$ cat config.mk
export PLATFORM = sky130hd
export DESIGN_NAME = delay_line_ctrl
export DESIGN_NICKNAME = d
export VERILOG_FILES = /design/src/rtl/delay_line_ctrl.sv
export SDC_FILE = /design/constraint.sdc
export NUM_CORES = 1
export LEC_CHECK = 0
export ABC_AREA = 1
export CAP_MARGIN = 20
export CORE_ASPECT_RATIO = 0.75
export CORE_MARGIN = 4
export CORE_UTILIZATION = 59
export DETAILED_ROUTE_END_ITERATION = 16
export GPL_ROUTABILITY_DRIVEN = 0
export PLACE_DENSITY = 0.85
export SYNTH_ARGS = -nofsm -noshare
export SYNTH_HDL_FRONTEND = slang
export SYNTH_SLANG_ARGS = --single-unit
export TNS_END_PERCENT = 100
$ cat constraint.sdc
create_clock -name clk -period 3.1 [get_ports clk]
set_clock_uncertainty 0.05 [all_clocks]
set_input_delay 0.775 -clock clk [delete_from_list [all_inputs] [get_ports clk]]
set_output_delay 0.775 -clock clk [all_outputs]
set_load 0.01 [all_outputs]
$ cat src/rtl/delay_line_ctrl.sv
// Programmable delay line: a circular sample buffer whose read tap trails the write
// pointer by cur_len enabled cycles, with fill tracking so out_valid marks primed data.
module delay_line_ctrl #(
    parameter int WIDTH       = 8,
    parameter int MAX_LEN     = 16,
    parameter int DEFAULT_LEN = 2,
    parameter int LEN_W       = $clog2(MAX_LEN + 1)
) (
    input  logic             clk,
    input  logic             nrst,
    input  logic             ena,
    input  logic [WIDTH-1:0] in,
    input  logic             cfg_load,
    input  logic [LEN_W-1:0] cfg_len,
    output logic [WIDTH-1:0] out,
    output logic             out_valid,
    output logic [LEN_W-1:0] cur_len,
    output logic [LEN_W-1:0] fill_cnt
);

    // state | meaning
    // FILL  | fewer than cur_len samples accepted since the last (re)configuration
    // RUN   | delay line primed (or cur_len == 0 bypass); out carries real samples
    typedef enum logic {
        FILL = 1'b0,
        RUN  = 1'b1
    } state_t;

    localparam int               PTR_W     = $clog2(MAX_LEN);
    localparam logic [LEN_W-1:0] MAX_LEN_L = LEN_W'(MAX_LEN);
    localparam logic [LEN_W-1:0] DEF_LEN_L = LEN_W'(DEFAULT_LEN);
    localparam state_t           RST_STATE = (DEFAULT_LEN == 0) ? RUN : FILL;

    state_t           state_q, state_d;
    logic [PTR_W-1:0] wr_ptr_q, wr_ptr_d;
    logic [LEN_W-1:0] len_q, len_d;
    logic [LEN_W-1:0] fill_q, fill_d;
    logic [LEN_W-1:0] new_len;
    logic [PTR_W-1:0] rd_ptr;
    logic [WIDTH-1:0] mem_q [MAX_LEN];

    always_ff @(posedge clk) begin
        if (!nrst) begin
            state_q  <= RST_STATE;
            wr_ptr_q <= '0;
            len_q    <= DEF_LEN_L;
            fill_q   <= '0;
        end else begin
            state_q  <= state_d;
            wr_ptr_q <= wr_ptr_d;
            len_q    <= len_d;
            fill_q   <= fill_d;
        end
    end

    // Buffer contents are never cleared; fill tracking alone decides validity.
    always_ff @(posedge clk) begin
        if (nrst && ena) begin
            mem_q[wr_ptr_q] <= in;
        end
    end

    always_comb begin
        state_d  = state_q;
        wr_ptr_d = wr_ptr_q;
        len_d    = len_q;
        fill_d   = fill_q;
        new_len  = '0;

        if (ena) begin
            wr_ptr_d = wr_ptr_q + PTR_W'(1);
        end

        if (cfg_load) begin
            new_len = (cfg_len > MAX_LEN_L) ? MAX_LEN_L : cfg_len;
            len_d   = new_len;
            // A sample accepted on the load cycle already counts toward the new length.
            fill_d  = (ena && (new_len != '0)) ? LEN_W'(1) : '0;
            state_d = (fill_d == new_len) ? RUN : FILL;
        end else if ((state_q == FILL) && ena) begin
            fill_d = fill_q + LEN_W'(1);
            if (fill_d == len_q) begin
                state_d = RUN;
            end
        end
    end

    // MAX_LEN truncates to 0 here, reading the slot about to be overwritten.
    assign rd_ptr = wr_ptr_q - len_q[PTR_W-1:0];

    always_comb begin
        out       = '0;
        out_valid = 1'b0;
        if (len_q == '0) begin
            out       = in;
            out_valid = 1'b1;
        end else if (state_q == RUN) begin
            out       = mem_q[rd_ptr];
            out_valid = 1'b1;
        end
    end

    assign cur_len  = len_q;
    assign fill_cnt = fill_q;

endmodule
==> impl_results.md <==
- Status: finished, violations left
- Failing checks: negative setup slack
- Slowest stage delay, CP: between 0.6 and 0.7 ns
- CTS buffer count: 17
- Port bufs: 35
- Io pins: 36
- Slew at the pin closest to its max-slew limit: about 0.5 ns
- Critical Path Start Type: flip-flop
- Dpl hpwl: 10600 um
- Post-route setup slack: -0.257 ns
- Clk slew on worst S/H paths: 0.06 ns
- CTS Buffer Depth: 2
- Total number of vias: 5077
- Global route overflow: 0
- PwrDens: approximately 630 nW/um^2
- Pin count of the biggest net entering global routing: 36
- Vias in the first global route: 4938
- P_int: 3.71 mW
- Inst Count DP: just over 800
- Nets: between 700 and 800
- Synth Instances: between 600 and 700
- Max-slew headroom: 0.660
- CP endpoint kind: output port
- Synth unique cells: 30
- Skew-Pair Late Insertion Delay: 0.42 ns
- CP bufs+invs: 4
- Antenna Cells: 0
- Cells along the critical path: inv_2 > ha_4 > fa_2 > buf_8 > buf_4 > nand3_1 > nand2_1 > nand2_1 > nand2_1 > nand2_1 > nand3_1 > nand2_1 > buf_2
- Max cap viols: 0
- Crit path top cell by count: nand2_1
- Num rows: 32
- Area growth syn-to-layout: 25.6%
- Die span in x: between 100 and 150 um
- CTS H-tree lvls: 4
- GRT Total Usage: 0.278
- Synth Area in Compound Gates: 0.0157
- Post-synthesis xor/xnor area fraction: 0.0187
- HP Class: reg2reg
- Worst Path Required: 2.27 ns
- Number of synthesized register bits: 143
- Unrepaired setup endpoints after global routing: true
- Clock sinks: 143
- Clk pwr share: 0.407
- Final ANT Viol Nets: 0
- Area share of the largest cell type after synthesis: 0.604
- Final Hold Vio Count: 0
- Final wirelength: 17100 um
- Post-Layout Cell Count: 860
- Final Util: 0.768
- Worst path slowest cell: fa_2
- Ranking of synthesized cells by area: edfxtp_1, nand2_1, nand3_1
- Critical R2R Launch: wr_ptr_q[0]
- Initial Util: 0.611
- Gate power share: 0.171
- Die Ht: 98.0 um
- Synthesized Nets: 657
- # setup viols final: 8
- Die ar.: 12500 um^2
- Pre-CTS setup slack: -0.141 ns
- Wirelength per Cell: 19.9 um
- Routed vias/inst: 5.90
- Period utilization: 1.08
- Post-CTS Hold Fix Bufs: 0
- TritonCTS clock tree: built
- Area leader, netlist: edfxtp_1
- Max VDD drop: 404 uV
- Post-synthesis mux area share: 0
- Adder-cell area share of the yosys netlist: 0.0189
- Critical path's top delay family: adder cells
- Router iterations before antenna repair: 5
- Post-route DRC: 0
- Fraction of layout cells with a size suffix above 1: 0.188
- Worst Path Arrival: between 2 and 3 ns
- Initial antenna violation count: 0
- 1st-iter DRT viols: approximately 610
- FMAX: 298 MHz
- Global-route wire length before repair: 26300 um
- Lkg Pwr: 3.16 nW
- Post-Synth Simple-Gate Area: 0.260
- Worst Setup SP: wr_ptr_q[0]
- Cell Area, Synth: around 6400 um^2
- CTS Root Cell: clkbuf_16
- Fin. max-slew vios: 0
- Seq/Total Area, Yosys: 0.651
- Core area: 10400 um^2
- Sw Pwr: 1.34 mW
- Synthesized area per cell: 10.1 um^2
- Warnings from Yosys: 0
- Worst Path Max Fanout: 14
- Post-route minimum period: roughly 3.4 ns
- Worst Hold Launch: fill_cnt[4]
- Kind of critical path: reg2out
- Main combinational cell family by area after synthesis: simple AND/OR/NAND/NOR gates
- Sequential power share: 0.422
- Sw Ratio: 0.265
==> what timing repair did <==
action	4_1_cts	5_1_grt
gates resized for setup	51	29
pin swaps	4	17
setup buffers	4	2
cloned	2	1
endpoints found under the setup margin	8	8
==> area by class of cell <==
class | count | area, um^2
timing repair buffer | 86 | 815
clock buffer | 17 | 425
clock inverter | 14 | 164
inverter | 27 | 111
sequential | 143 | 4150
tap | 136 | 170
fill | 639 | 2420
multi-input combinational | 437 | 2160
==> synthesized netlist by cell type <==
cell / count
clkinv_1: 1
a211oi_1: 1
inv_1: 18
nor4_1: 1
xnor2_4: 2
xnor2_1: 1
xor2_4: 2
a31oi_1: 1
a21oi_1: 12
o211ai_1: 1
dfxtp_1: 15
inv_2: 6
nand4_1: 4
edfxtp_1: 128
or2_0: 1
nor2_1: 27
nand3_1: 85
buf_2: 12
nand2_1: 283
nor3_1: 1
clkinv_4: 1
inv_4: 1
o2111ai_1: 1
nand2_2: 1
ha_1: 8
o21ai_0: 2
clkbuf_1: 10
nand3b_1: 2
buf_6: 2
fa_1: 1
==> metrics by stage <==
stage	area [um^2]	hold WS, ns	power, mW	TNS (ns)
3_3_place_gp	7130	0.442	2.86	-0.215
2_1_floorplan	6360	0.461	2.61	0
3_5_place_dp	7130	0.456	2.89	-0.783
4_1_cts	7840	0.467	4.98	-1.60
6_report	7990	0.467	5.05	-1.61
5_1_grt	7990	0.496	5.22	-2.40
==> cell usage in the layout (no fill, tap or decap), drive strengths merged <==
cell and n:
o211ai 1, inv 28, nand3b 2, clkinv 6
fa 1, xnor2 3, dfxtp 15, a31oi 1
nor4 1, xor2 2, nand4 4, nor2 27
clkdlybuf4s15 1, bufinv 3, ha 8, clkinvlp 4
or2 1, a21oi 12, buf 57, nand3 85
o21ai 2, nand2 284, clkdlybuf4s50 27, clkbuf 18
o2111ai 1, nor3 1, a211oi 1, edfxtp 128
==> state kept, by name, indices dropped and copies added, names as in the netlist <==
name / flops
cur_len: 5
fill_cnt: 5
mem_q: 128
state_q: 1
wr_ptr_q: 4
==> worst paths after layout <==
kind	endpoint	slack [ns]	cells after the start
setup / recovery	out[2]	-0.26	13
hold / removal	fill_cnt[4]	0.47	2
setup reg to reg	mem_q[3][2]	1.30	6
hold reg to reg	fill_cnt[4]	0.47	2
==> worst reg2reg max path: cells and delay by family, from the launching register on <==
kind                     cells  cell delay [ns]
buffers and inverters        3             0.45
flip-flops                   1             0.33
AND/OR/NAND/NOR              2             0.52
adder cells (fa/ha/maj)      1             0.16
==> cell families after synthesis <==
logic type,after synthesis
AOI/OAI and AO/OA,18
xor gates and xnor gates,5
adders and majority gates,9
buffers and inverters,51
DFF,143
and+or+nand+nor,405
==> power by group through the flow <==
stage	clock, mW	combinational [mW]	sequential (mW)
global route	2.16	0.931	2.13
finish	2.05	0.862	2.13
detailed placement	0	0.717	2.17
floorplan	0	0.439	2.17
global placement	0	0.695	2.17
CTS	2.06	0.786	2.13
==> routing by layer <==
layer	part of all wire	track usage
met1	0.38	0.371
met2	0.48	0.436
met3	0.12	0.0815
met4	0.026	0.0995
met5	0	0
Power figures use the tool's default switching activity.
